==> src/rtl/sram_like_if.sv <==
`default_nettype none
// ============================================================================
// Module   : sram_like_if
// Purpose  : One SRAM-like request/response channel. The master issues a
//            request (req/wr/size/addr/wdata) and holds it until addr_ok;
//            the slave later returns data_ok with rdata.
// Ports    : none (signal bundle only)
//            modport master : drives request fields, receives addr_ok/data_ok/rdata
//            modport slave  : receives request fields, drives addr_ok/data_ok/rdata
// Revision : 1.0 - initial release
// ============================================================================
interface sram_like_if;
   logic        req;
   logic        wr;
   logic [1:0]  size;
   logic [31:0] addr;
   logic [31:0] wdata;
   logic        addr_ok;
   logic        data_ok;
   logic [31:0] rdata;

   modport master (
      output req, wr, size, addr, wdata,
      input  addr_ok, data_ok, rdata
   );

   modport slave (
      input  req, wr, size, addr, wdata,
      output addr_ok, data_ok, rdata
   );
endinterface
`default_nettype wire

==> src/rtl/sram_like_arbiter.sv <==
`default_nettype none
// ============================================================================
// Module   : sram_like_arbiter
// Purpose  : Shares one SRAM-like memory port between the instruction-fetch
//            master and the data-access master. One transaction in flight at
//            a time; data has priority, but fetch is forced ahead after
//            STARVE_MAX consecutive data grants made while fetch was waiting.
// Ports    : clk        - clock, all state on rising edge
//            reset      - synchronous active-high reset
//            inst       - fetch master channel (slave side of the interface)
//            data       - data master channel (slave side of the interface)
//            mem        - memory channel (master side of the interface)
//            inst_block - fetch transaction pending (req seen, data_ok not yet)
//            data_block - data transaction pending
// Revision : 1.0 - initial release
// ============================================================================
module sram_like_arbiter #(
   parameter int STARVE_MAX = 4
) (
   input  wire logic        clk,
   input  wire logic        reset,
   sram_like_if.slave       inst,
   sram_like_if.slave       data,
   sram_like_if.master      mem,
   output logic             inst_block,
   output logic             data_block
);

   localparam int CW = $clog2(STARVE_MAX + 1);

   localparam logic [CW-1:0] c_starve_max = CW'(STARVE_MAX);

   localparam logic [1:0] c_st_idle = 2'd0;
   localparam logic [1:0] c_st_addr = 2'd1;
   localparam logic [1:0] c_st_data = 2'd2;

   logic [1:0]    r_state;
   logic          r_owner;        // 0 = inst, 1 = data
   logic [CW-1:0] r_starve_cnt;

   logic w_any_req;
   logic w_grant_inst;
   logic w_in_addr;
   logic w_in_data;
   logic w_busy;

   assign w_any_req = inst.req | data.req;
   // Fetch wins only when it is alone, or when it has waited out the limit.
   assign w_grant_inst = inst.req & (~data.req | (r_starve_cnt == c_starve_max));

   assign w_in_addr = (r_state == c_st_addr);
   assign w_in_data = (r_state == c_st_data);
   assign w_busy    = (r_state != c_st_idle);

   always_ff @(posedge clk) begin
      if (reset) begin
         r_state      <= c_st_idle;
         r_owner      <= 1'b0;
         r_starve_cnt <= '0;
      end else begin
         case (r_state)
            c_st_idle: begin
               if (w_any_req) begin
                  r_owner <= ~w_grant_inst;
                  r_state <= c_st_addr;
                  if (w_grant_inst) begin
                     r_starve_cnt <= '0;
                  end else if (inst.req && (r_starve_cnt != c_starve_max)) begin
                     // Fetch lost while waiting: count it toward the limit.
                     r_starve_cnt <= r_starve_cnt + 1'b1;
                  end
               end
            end
            c_st_addr: begin
               if (mem.addr_ok) begin
                  r_state <= c_st_data;
               end
            end
            c_st_data: begin
               if (mem.data_ok) begin
                  r_state <= c_st_idle;
               end
            end
            default: begin
               r_state <= c_st_idle;
            end
         endcase
      end
   end

   // Request fields follow the owner; only meaningful while mem.req is high.
   assign mem.req   = w_in_addr;
   assign mem.wr    = r_owner ? data.wr    : inst.wr;
   assign mem.size  = r_owner ? data.size  : inst.size;
   assign mem.addr  = r_owner ? data.addr  : inst.addr;
   assign mem.wdata = r_owner ? data.wdata : inst.wdata;

   // Responses are steered to the owner only; anything arriving outside the
   // matching phase (e.g. a late data_ok after reset) is dropped here.
   assign inst.addr_ok = w_in_addr & ~r_owner & mem.addr_ok;
   assign data.addr_ok = w_in_addr &  r_owner & mem.addr_ok;
   assign inst.data_ok = w_in_data & ~r_owner & mem.data_ok;
   assign data.data_ok = w_in_data &  r_owner & mem.data_ok;
   assign inst.rdata   = (w_in_data & ~r_owner) ? mem.rdata : 32'h0;
   assign data.rdata   = (w_in_data &  r_owner) ? mem.rdata : 32'h0;

   // Pending from the request until the data_ok cycle, even if the master
   // has already dropped req after its addr_ok.
   assign inst_block = (inst.req | (w_busy & ~r_owner)) & ~inst.data_ok;
   assign data_block = (data.req | (w_busy &  r_owner)) & ~data.data_ok;

endmodule
`default_nettype wire

==> src/flat_wrapper.sv <==
// flat-port wrapper written by rule: the top's interface ports become plain ports
module sram_like_arbiter_flat 
#(
   parameter int STARVE_MAX = 4
)
  (clk, reset, inst_block, data_block, inst_req, inst_wr, inst_size, inst_addr, inst_wdata, inst_addr_ok, inst_data_ok, inst_rdata, data_req, data_wr, data_size, data_addr, data_wdata, data_addr_ok, data_data_ok, data_rdata, mem_req, mem_wr, mem_size, mem_addr, mem_wdata, mem_addr_ok, mem_data_ok, mem_rdata);
  sram_like_if inst_i ();
  sram_like_if data_i ();
  sram_like_if mem_i ();
  input  wire logic clk;
  input  wire logic reset;
  output logic inst_block;
  output logic data_block;
  input wire logic [$bits(inst_i.req)-1:0] inst_req;
  input wire logic [$bits(inst_i.wr)-1:0] inst_wr;
  input wire logic [$bits(inst_i.size)-1:0] inst_size;
  input wire logic [$bits(inst_i.addr)-1:0] inst_addr;
  input wire logic [$bits(inst_i.wdata)-1:0] inst_wdata;
  output wire logic [$bits(inst_i.addr_ok)-1:0] inst_addr_ok;
  output wire logic [$bits(inst_i.data_ok)-1:0] inst_data_ok;
  output wire logic [$bits(inst_i.rdata)-1:0] inst_rdata;
  input wire logic [$bits(data_i.req)-1:0] data_req;
  input wire logic [$bits(data_i.wr)-1:0] data_wr;
  input wire logic [$bits(data_i.size)-1:0] data_size;
  input wire logic [$bits(data_i.addr)-1:0] data_addr;
  input wire logic [$bits(data_i.wdata)-1:0] data_wdata;
  output wire logic [$bits(data_i.addr_ok)-1:0] data_addr_ok;
  output wire logic [$bits(data_i.data_ok)-1:0] data_data_ok;
  output wire logic [$bits(data_i.rdata)-1:0] data_rdata;
  output wire logic [$bits(mem_i.req)-1:0] mem_req;
  output wire logic [$bits(mem_i.wr)-1:0] mem_wr;
  output wire logic [$bits(mem_i.size)-1:0] mem_size;
  output wire logic [$bits(mem_i.addr)-1:0] mem_addr;
  output wire logic [$bits(mem_i.wdata)-1:0] mem_wdata;
  input wire logic [$bits(mem_i.addr_ok)-1:0] mem_addr_ok;
  input wire logic [$bits(mem_i.data_ok)-1:0] mem_data_ok;
  input wire logic [$bits(mem_i.rdata)-1:0] mem_rdata;
  assign inst_i.req = inst_req;
  assign inst_i.wr = inst_wr;
  assign inst_i.size = inst_size;
  assign inst_i.addr = inst_addr;
  assign inst_i.wdata = inst_wdata;
  assign inst_addr_ok = inst_i.addr_ok;
  assign inst_data_ok = inst_i.data_ok;
  assign inst_rdata = inst_i.rdata;
  assign data_i.req = data_req;
  assign data_i.wr = data_wr;
  assign data_i.size = data_size;
  assign data_i.addr = data_addr;
  assign data_i.wdata = data_wdata;
  assign data_addr_ok = data_i.addr_ok;
  assign data_data_ok = data_i.data_ok;
  assign data_rdata = data_i.rdata;
  assign mem_req = mem_i.req;
  assign mem_wr = mem_i.wr;
  assign mem_size = mem_i.size;
  assign mem_addr = mem_i.addr;
  assign mem_wdata = mem_i.wdata;
  assign mem_i.addr_ok = mem_addr_ok;
  assign mem_i.data_ok = mem_data_ok;
  assign mem_i.rdata = mem_rdata;
  sram_like_arbiter #(.STARVE_MAX(STARVE_MAX)) u_core (.clk(clk), .reset(reset), .inst(inst_i), .data(data_i), .mem(mem_i), .inst_block(inst_block), .data_block(data_block));
endmodule
==> config.mk <==
export PLATFORM = sky130hd
export DESIGN_NAME = sram_like_arbiter_flat
export DESIGN_NICKNAME = d
export VERILOG_FILES = /design/src/rtl/sram_like_if.sv /design/src/rtl/sram_like_arbiter.sv /design/src/flat_wrapper.sv
export SDC_FILE = /design/constraint.sdc
export NUM_CORES = 1
export LEC_CHECK = 0
export CAP_MARGIN = 20
export CORE_AREA = 2 2 121 123
export DETAILED_ROUTE_END_ITERATION = 8
export DIE_AREA = 0 0 123 125
export SLEW_MARGIN = 25
export SYNTH_ARGS = -nofsm -noshare
export SYNTH_HDL_FRONTEND = slang
export SYNTH_SLANG_ARGS = --single-unit
==> constraint.sdc <==
create_clock -name clk -period 3.3 [get_ports clk]
set_input_delay 0.495 -clock clk [delete_from_list [all_inputs] [get_ports clk]]
set_output_delay 0.495 -clock clk [all_outputs]
set_load 0.1 [all_outputs]
==> results.md, run 1 <==
- Reg clk slew, reported paths: roughly 30 ps
- Worst path max stage delay: 640 ps
- Critical Path Sink Type: primary output
- Max VDD drop: 0.198 mV
- Max Clk Rate: 410 MHz
- # diodes: 0
- GRT overflow: 0
- # H-tree levels: 1
- Final Wtd Congestion: around 0.8
- Largest net degree at the start of global routing: 56
- Initial DRT Pass Iterations: 4
- Post-DRT Antenna Nets: 0
- Arrival @ worst endpoint: a little under 2000 ps
- Area growth, synth to finish: 200%
- Cell taking the most area after synthesis: mux2_2
- Max Cap Viol: 0
- Dpl ws: between 1000 and 1500 ps
- WP depth: 5
- I/O pin cnt: between 300 and 400
- Worst Hold Path Cells: 2
- TritonCTS clock tree: done
- Clk_skew: 0.885 ps
- Reg2Reg Depth: 5
- WP buf/inv: 3
- Max-slew violations: 0
- Core area: ~14000 um2
- Port buffer count: approximately 310
- Share of the synthesized area in the top cell type: approximately 45%
- Post-Syn Area: about 1700 um2
- Number of buffers created by CTS: 3
- Min-delay worst type: reg2reg
- Net Count, Synth: approximately 370
- Number of global-route vias before repair: between 2000 and 3000
- Crit Path Class: reg2out
- Slew HR: 65.3%
- Worst EP required: between 2000 and 3000 ps
- Min Tclk post-route: roughly 2400 ps
- Cell Rows: 44
- Proportion of layout cells with a drive suffix above 1: around 44%
- Status: finished clean
- DP Area: around 5000 um2
- # fillers: 1443
- Unrepaired setup endpoints after global routing: no
- Critical path launch point type: register
- Leakage: between 2 and 2.5 nW
- NumNets Final: around 670
- Tightest Pin Transition: ~520 ps
- Post_cts resized: 0
- Routed vias/inst: 3.88
- Dpl hpwl: ~9200 um
- GRT Total Usage: 12.3%
- Clock Latency Late Sink: around 230 ps
- Final Cycle Share: between 70% and 80%
- Kind of cell adding the most delay to the critical path: flip-flops
- Crit path cell chain: inv_2, nor3b_4, buf_4, and2_1, buf_12
- Initial Util: between 10% and 20%
- Crit-path max FO: 33
- Vias: ~2600
- Final hold violations: 0
- Syn Area/Cell: 8.67 um2
- Power density over cell area: 333 nW/um2
- Final worst setup slack: between 800 and 900 ps
- Die Y: ~130 um
- Synth Register Bits: 6
- Library cells used by synthesis: 27
- Slowest-stage cell, CP: dfxtp_2
- Die X-Extent: roughly 120 um
- Syn. warnings: 0
- CTS Sinks: 6
- Syn Inst Count: between 150 and 200
- Post-CTS Setup Bufs: 0
- Wirelength per Cell: roughly 15 um
- # setup viols final: 0
- Drc violations: 0
- Layout Cell Area excl Fill: a little over 5000 um2
- Sum Neg Setup Slack: 0 ps
- Post-Route WL: 10400 um
- Sequential fraction of the synthesis area: between 7 and 8%
- First-pass GRT wire length: between 10000 and 15000 um
- Final Power: 1.68 mW
- Top post-synthesis cells by area: mux2_2 45%, and2_1 25%, dfxtp_1 7.1%
- Initial antenna violation count: 0
- 1st-iter DRT viols: 74
- Die footprint: approximately 15000 um2
- Root buffer cell: clkbuf_16
- Hold buffer count at CTS: 0
- Bufs on Longest Clock Path: 2
-- cell families (layout without fill, tap and decap cells) --
kind of cell	count (synthesis)	in the layout	share of synthesized area, %
simple gates	87	87	32.9
buf+inv	19	318	8.33
mux	67	67	44.8
flops	6	6	7.14
fa+ha+maj	2	2	1.49
compound gates	13	13	5.28
-- tightest hold or removal path, delay by kind of cell (launching register included) --
| kind | cells | cell delay (ps) |
|---|---|---|
| flops | 1 | 310 |
| compound gates | 2 | 110 |
-- layer usage --
metal | share of wire (%) | GRT usage, % | vias up | routed length [um]
li1 | - | - | 1266 | -
met1 | 35 | 13.1 | 1152 | 3610
met2 | 51 | 23.7 | 200 | 5300
met3 | 13 | 3.65 | 6 | 1360
met4 | 0.75 | 2.01 | 0 | 78
met5 | 0 | 0 | - | 0
-- Yosys cell counts --
cell type,number
a2111oi_1,1
a211oi_1,1
a21boi_1,1
a21oi_1,4
a31oi_1,2
and2_1,66
and2b_1,1
buf_2,7
buf_4,2
buf_6,7
dfxtp_1,6
ha_1,2
inv_1,2
inv_2,1
mux2_2,67
nand2_1,4
nand3_1,2
nand4b_1,1
nor2_1,7
nor3_1,1
nor3b_1,1
nor3b_2,1
nor3b_4,2
o21ai_0,1
o21ai_2,1
o22a_1,2
or3b_4,1
-- metrics by stage --
stage	std cells	hold WS, ps	util, %
2_1_floorplan	194	441	-
3_3_place_gp	674	457	35.1
3_5_place_dp	674	470	35.1
4_1_cts	677	476	35.6
5_1_grt	677	498	35.6
6_report	677	477	35.6
-- cell usage in the layout (no fill, tap or decap), drive strengths merged, types with 2 or more instances in the layout --
cell type	synthesis	layout
mux2	67	67
nand2	4	4
clkbuf	0	3
nor2	7	7
clkdlybuf4s50	0	171
dfxtp	6	6
nand3	2	2
and2	66	66
o21ai	2	2
buf	16	141
inv	3	3
nor3b	4	4
ha	2	2
a31oi	2	2
a21oi	4	4
o22a	2	2
-- state kept, by name (all words and copies together), names as in the netlist --
register	flops
u_core.r_owner	1
u_core.r_starve_cnt	3
u_core.r_state	2
-- final cells by class --
cell class              instances  area [um2]  share of cell area, %
well taps                     184         230                   4.55
flip-flops and latches          6         121                   2.40
clock buffers                   3        75.1                   1.48
inverters                       3        11.3                  0.223
repair buffers                312        3200                   63.2
multi-input cells             169        1420                   28.1
-- final timing paths --
kind | from | endpoint | slack [ps]
worst min-delay path | u_core.r_starve_cnt[2] | u_core.r_starve_cnt[2] | 480
worst max register to register | u_core.r_starve_cnt[0] | u_core.r_owner | 2020
worst max-delay path | u_core.r_owner | data_rdata[29] | 860
worst min register to register | u_core.r_starve_cnt[2] | u_core.r_starve_cnt[2] | 480
-- where the power goes --
| group | leakage [nW] | switching, mW | internal (mW) |
|---|---|---|---|
| combinational | 2.02 | 0.956 | 0.432 |
| sequential | 0.0494 | 0.0190 | 0.0777 |
| clock | 0.0370 | 0.0416 | 0.156 |
| total | 2.11 | 1.02 | 0.665 |
Power figures use the tool's default switching activity.
==> run 2, diff against run 1 <==
--- a/config.mk
+++ b/config.mk
@@ -6,9 +6,9 @@
 export NUM_CORES = 1
 export LEC_CHECK = 0
 export CAP_MARGIN = 20
-export CORE_AREA = 2 2 121 123
+export CORE_AREA = 2 2 119 121
 export DETAILED_ROUTE_END_ITERATION = 8
-export DIE_AREA = 0 0 123 125
+export DIE_AREA = 0 0 121 123
 export SLEW_MARGIN = 25
 export SYNTH_ARGS = -nofsm -noshare
 export SYNTH_HDL_FRONTEND = slang
==> constraint.sdc (replaced) <==
create_clock -name clk -period 2.2 [get_ports clk]
set_input_delay 0.33 -clock clk [delete_from_list [all_inputs] [get_ports clk]]
set_output_delay 0.33 -clock clk [all_outputs]
set_load 0.1 [all_outputs]
==> run 2 against run 1 <==
Register-to-register slack got worse by 1100 ps. Hold slack gained 17 ps. Global-route usage grew 1.4 points. Clock power rose by 57%. Die area decreased by 3.2%. Via count rose by 0.99%. Final cell count fell by 0.44%. Clock skew grew 0.84 ps. Sequential share of layout area down 0.46 points. Worst setup slack lost 750 ps. Total power rose by 80%. Critical path type unchanged.
==> results.md, run 2 (synthesized netlist as in run 1, its figures left out) <==
- Status: finished clean
- Worst EP required: 1870 ps (-930 ps)
- Top flop regs: u_core.r_starve_cnt (3), u_core.r_state (2), u_core.r_owner (1)
- Wirelength per Cell: 16.5 um (+7.6%)
- Final Wtd Congestion: 0.818 (+5.2%)
- Root buffer cell: clkbuf_16
- Initial Util: 12.4% (+0.52 points)
- 1st-iter DRT viols: 34 (-54%)
- NumNets Final: 669 (unchanged)
- Hold_sp: u_core.r_starve_cnt[0]
- Clk_skew: 1.73 ps (+0.845 ps)
- Core area: 13600 um2 (-4.2%)
- Kind of cell adding the most delay to the critical path: flip-flops
- Unrepaired setup endpoints after global routing: no
- GRT Total Usage: 13.7% (+1.4 points)
- # fillers: 1231 (-15%)
- Arrival @ worst endpoint: 1760 ps (-180 ps)
- Slew HR: 66.7% (+1.4 points)
- Tightest Pin Transition: 499 ps (-21.8 ps)
- Proportion of layout cells with a drive suffix above 1: 44.7% (+0.52 points)
- Critical Path Sink Type: primary output
- # setup viols final: 0 (unchanged)
- Drc violations: 0 (unchanged)
- Most flops, register: u_core.r_starve_cnt
- Min Tclk post-route: 2090 ps
- Sum Neg Setup Slack: 0 ps (unchanged)
- Psw: 1.62 mW (+60%)
- I/O pin cnt: 310 (unchanged)
- Bufs on Longest Clock Path: 2 (unchanged)
- GRT overflow: 0 (unchanged)
- Multi-input logic area: 1440 um2 (+1.1%)
- Dpl hpwl: 9980 um (+8.1%)
- Worst path max stage delay: 550 ps (-90 ps)
- # diodes: 0 (unchanged)
- Number of global-route vias before repair: 2782 (+4.6%)
- Initial DRT Pass Iterations: 4 (unchanged)
- Max-slew violations: 0 (unchanged)
- Max Cap Viol: 0 (unchanged)
- Max VDD drop: 0.277 mV (+40%)
- WHS: 494 ps (+17.4 ps)
- Area growth, synth to finish: 280%
- Number of buffers created by CTS: 3 (unchanged)
- Crit Path Class: reg2out
- Max reg flops: 3 (unchanged)
- Gate power share: 85.2% (+2.7 points)
- Cell Rows: 43 (-2.3%)
- # H-tree levels: 1 (unchanged)
- Crit path cell chain: nor3b_4, buf_4, and2_1, buf_12
- Final Cycle Share: between 90% and 100%
- Post_cts resized: 0 (unchanged)
- First-pass GRT wire length: 15600 um (+5.1%)
- Hold buffer count at CTS: 0 (unchanged)
- CTS Sinks: 6 (unchanged)
- FF/Latch Area: 124 um2 (+2.1%)
- Vias: 2650 (+0.99%)
- Min-delay worst type: reg2reg
- Reg2Reg Depth: 5 (unchanged)
- Largest net degree at the start of global routing: 65 (+16%)
- Critical path launch point type: register
- Port buffer count: 309 (unchanged)
- WP buf/inv: 2 (-1)
- Initial antenna violation count: 0 (unchanged)
- Die footprint: 14900 um2 (-3.2%)
- Final Power: 3.02 mW (+80%)
- Routed vias/inst: 3.93 (+1.4%)
- Hold Path End: u_core.r_starve_cnt[0]
- Slowest-stage cell, CP: dfxtp_1
- Worst Hold Path Cells: 2 (unchanged)
- R2r endpoint: u_core.r_owner
- Max Clk Rate: between 400 and 500 MHz
- Origin of the critical flop-to-flop path: u_core.r_starve_cnt[0]
- Post-CTS Setup Bufs: 0 (unchanged)
- Final hold violations: 0 (unchanged)
- R2R Setup Slk: 880 ps (-1140 ps)
- Clock power share: 10.3% (-1.4 points)
- Design internal power: 1.40 mW (+110%)
- Reg clk slew, reported paths: 30 ps (about the same)
- Reg power frac: 4.5% (-1.2 points)
- Clock Latency Late Sink: 230 ps (about the same)
- Crit-path max FO: 33 (unchanged)
- Die X-Extent: 121 um (-1.6%)
- TritonCTS clock tree: done
- Power density over cell area: 473 nW/um2 (+42%)
- Leakage: 2.53 nW (+20%)
- Die Y: 123 um (-1.6%)
- Commonest non-fill, non-tap cell in the layout: clkdlybuf4s50_1
- Post-DRT Antenna Nets: 0 (unchanged)
- Commonest cells after routing, fill and taps aside: 171 x clkdlybuf4s50_1, 139 x buf_12, 67 x mux2_2
- Post-Route WL: 11100 um (+7.1%)
- WP depth: 4 (-1)
- Sw Share: 53.7% (-6.8 points)
==> run 2: worst max-delay path by stage <==
stage,from,endpoint,slack [ps]
detailed placement,mem_data_ok,inst_block,330
CTS,u_core.r_state[1],inst_rdata[27],100
finish,u_core.r_state[1],inst_rdata[22],110
global placement,mem_data_ok,data_block,310
global route,u_core.r_state[1],data_rdata[8],6
floorplan,u_core.r_state[1],data_addr_ok,110
==> run 2: stage by stage <==
step | instance area [um2] | utilization [%] | cells | worst slack (ps)
floorplan | 1700 | - | 194 | 106
global placement | 6310 | 46.3 | 670 | 312
detailed placement | 6310 | 46.3 | 670 | 326
CTS | 6390 | 46.9 | 674 | 97.0
global route | 6390 | 46.9 | 674 | 6.25
finish | 6390 | 46.9 | 674 | 113
==> run 2: per-layer routing <==
layer / up-vias / global-route usage (%) / share of wire (%)
li1: 1272 / - / -
met1: 1188 / 14.1 / 33
met2: 183 / 26.9 / 55
met3: 7 / 4.29 / 11
met4: 0 / 2.98 / 0.94
met5: - / 0 / 0
==> run 2: layout make-up <==
type / instances / area share (%)
well taps: 180 / 3.53
repair buffers: 312 / 70.6
flip-flops and latches: 6 / 1.94
multi-input cells: 169 / 22.5
inverters: 3 / 0.176
clock buffers: 4 / 1.23
==> run 2: worst reg2reg max path, cell delays in order (launching register included) <==
cell and delay, ps:
dfxtp_1 350, inv_1 70, ha_1 220, a21boi_1 280
nor2_1 80, a211oi_1 220
==> run 2: power by group through the flow <==
stage	clock [mW]	sequential (mW)	combinational, mW
2_1_floorplan	0	0.121	1.50
3_3_place_gp	0	0.139	2.58
3_5_place_dp	0	0.140	2.59
4_1_cts	0.313	0.138	2.60
5_1_grt	0.318	0.139	2.64
6_report	0.310	0.138	2.58
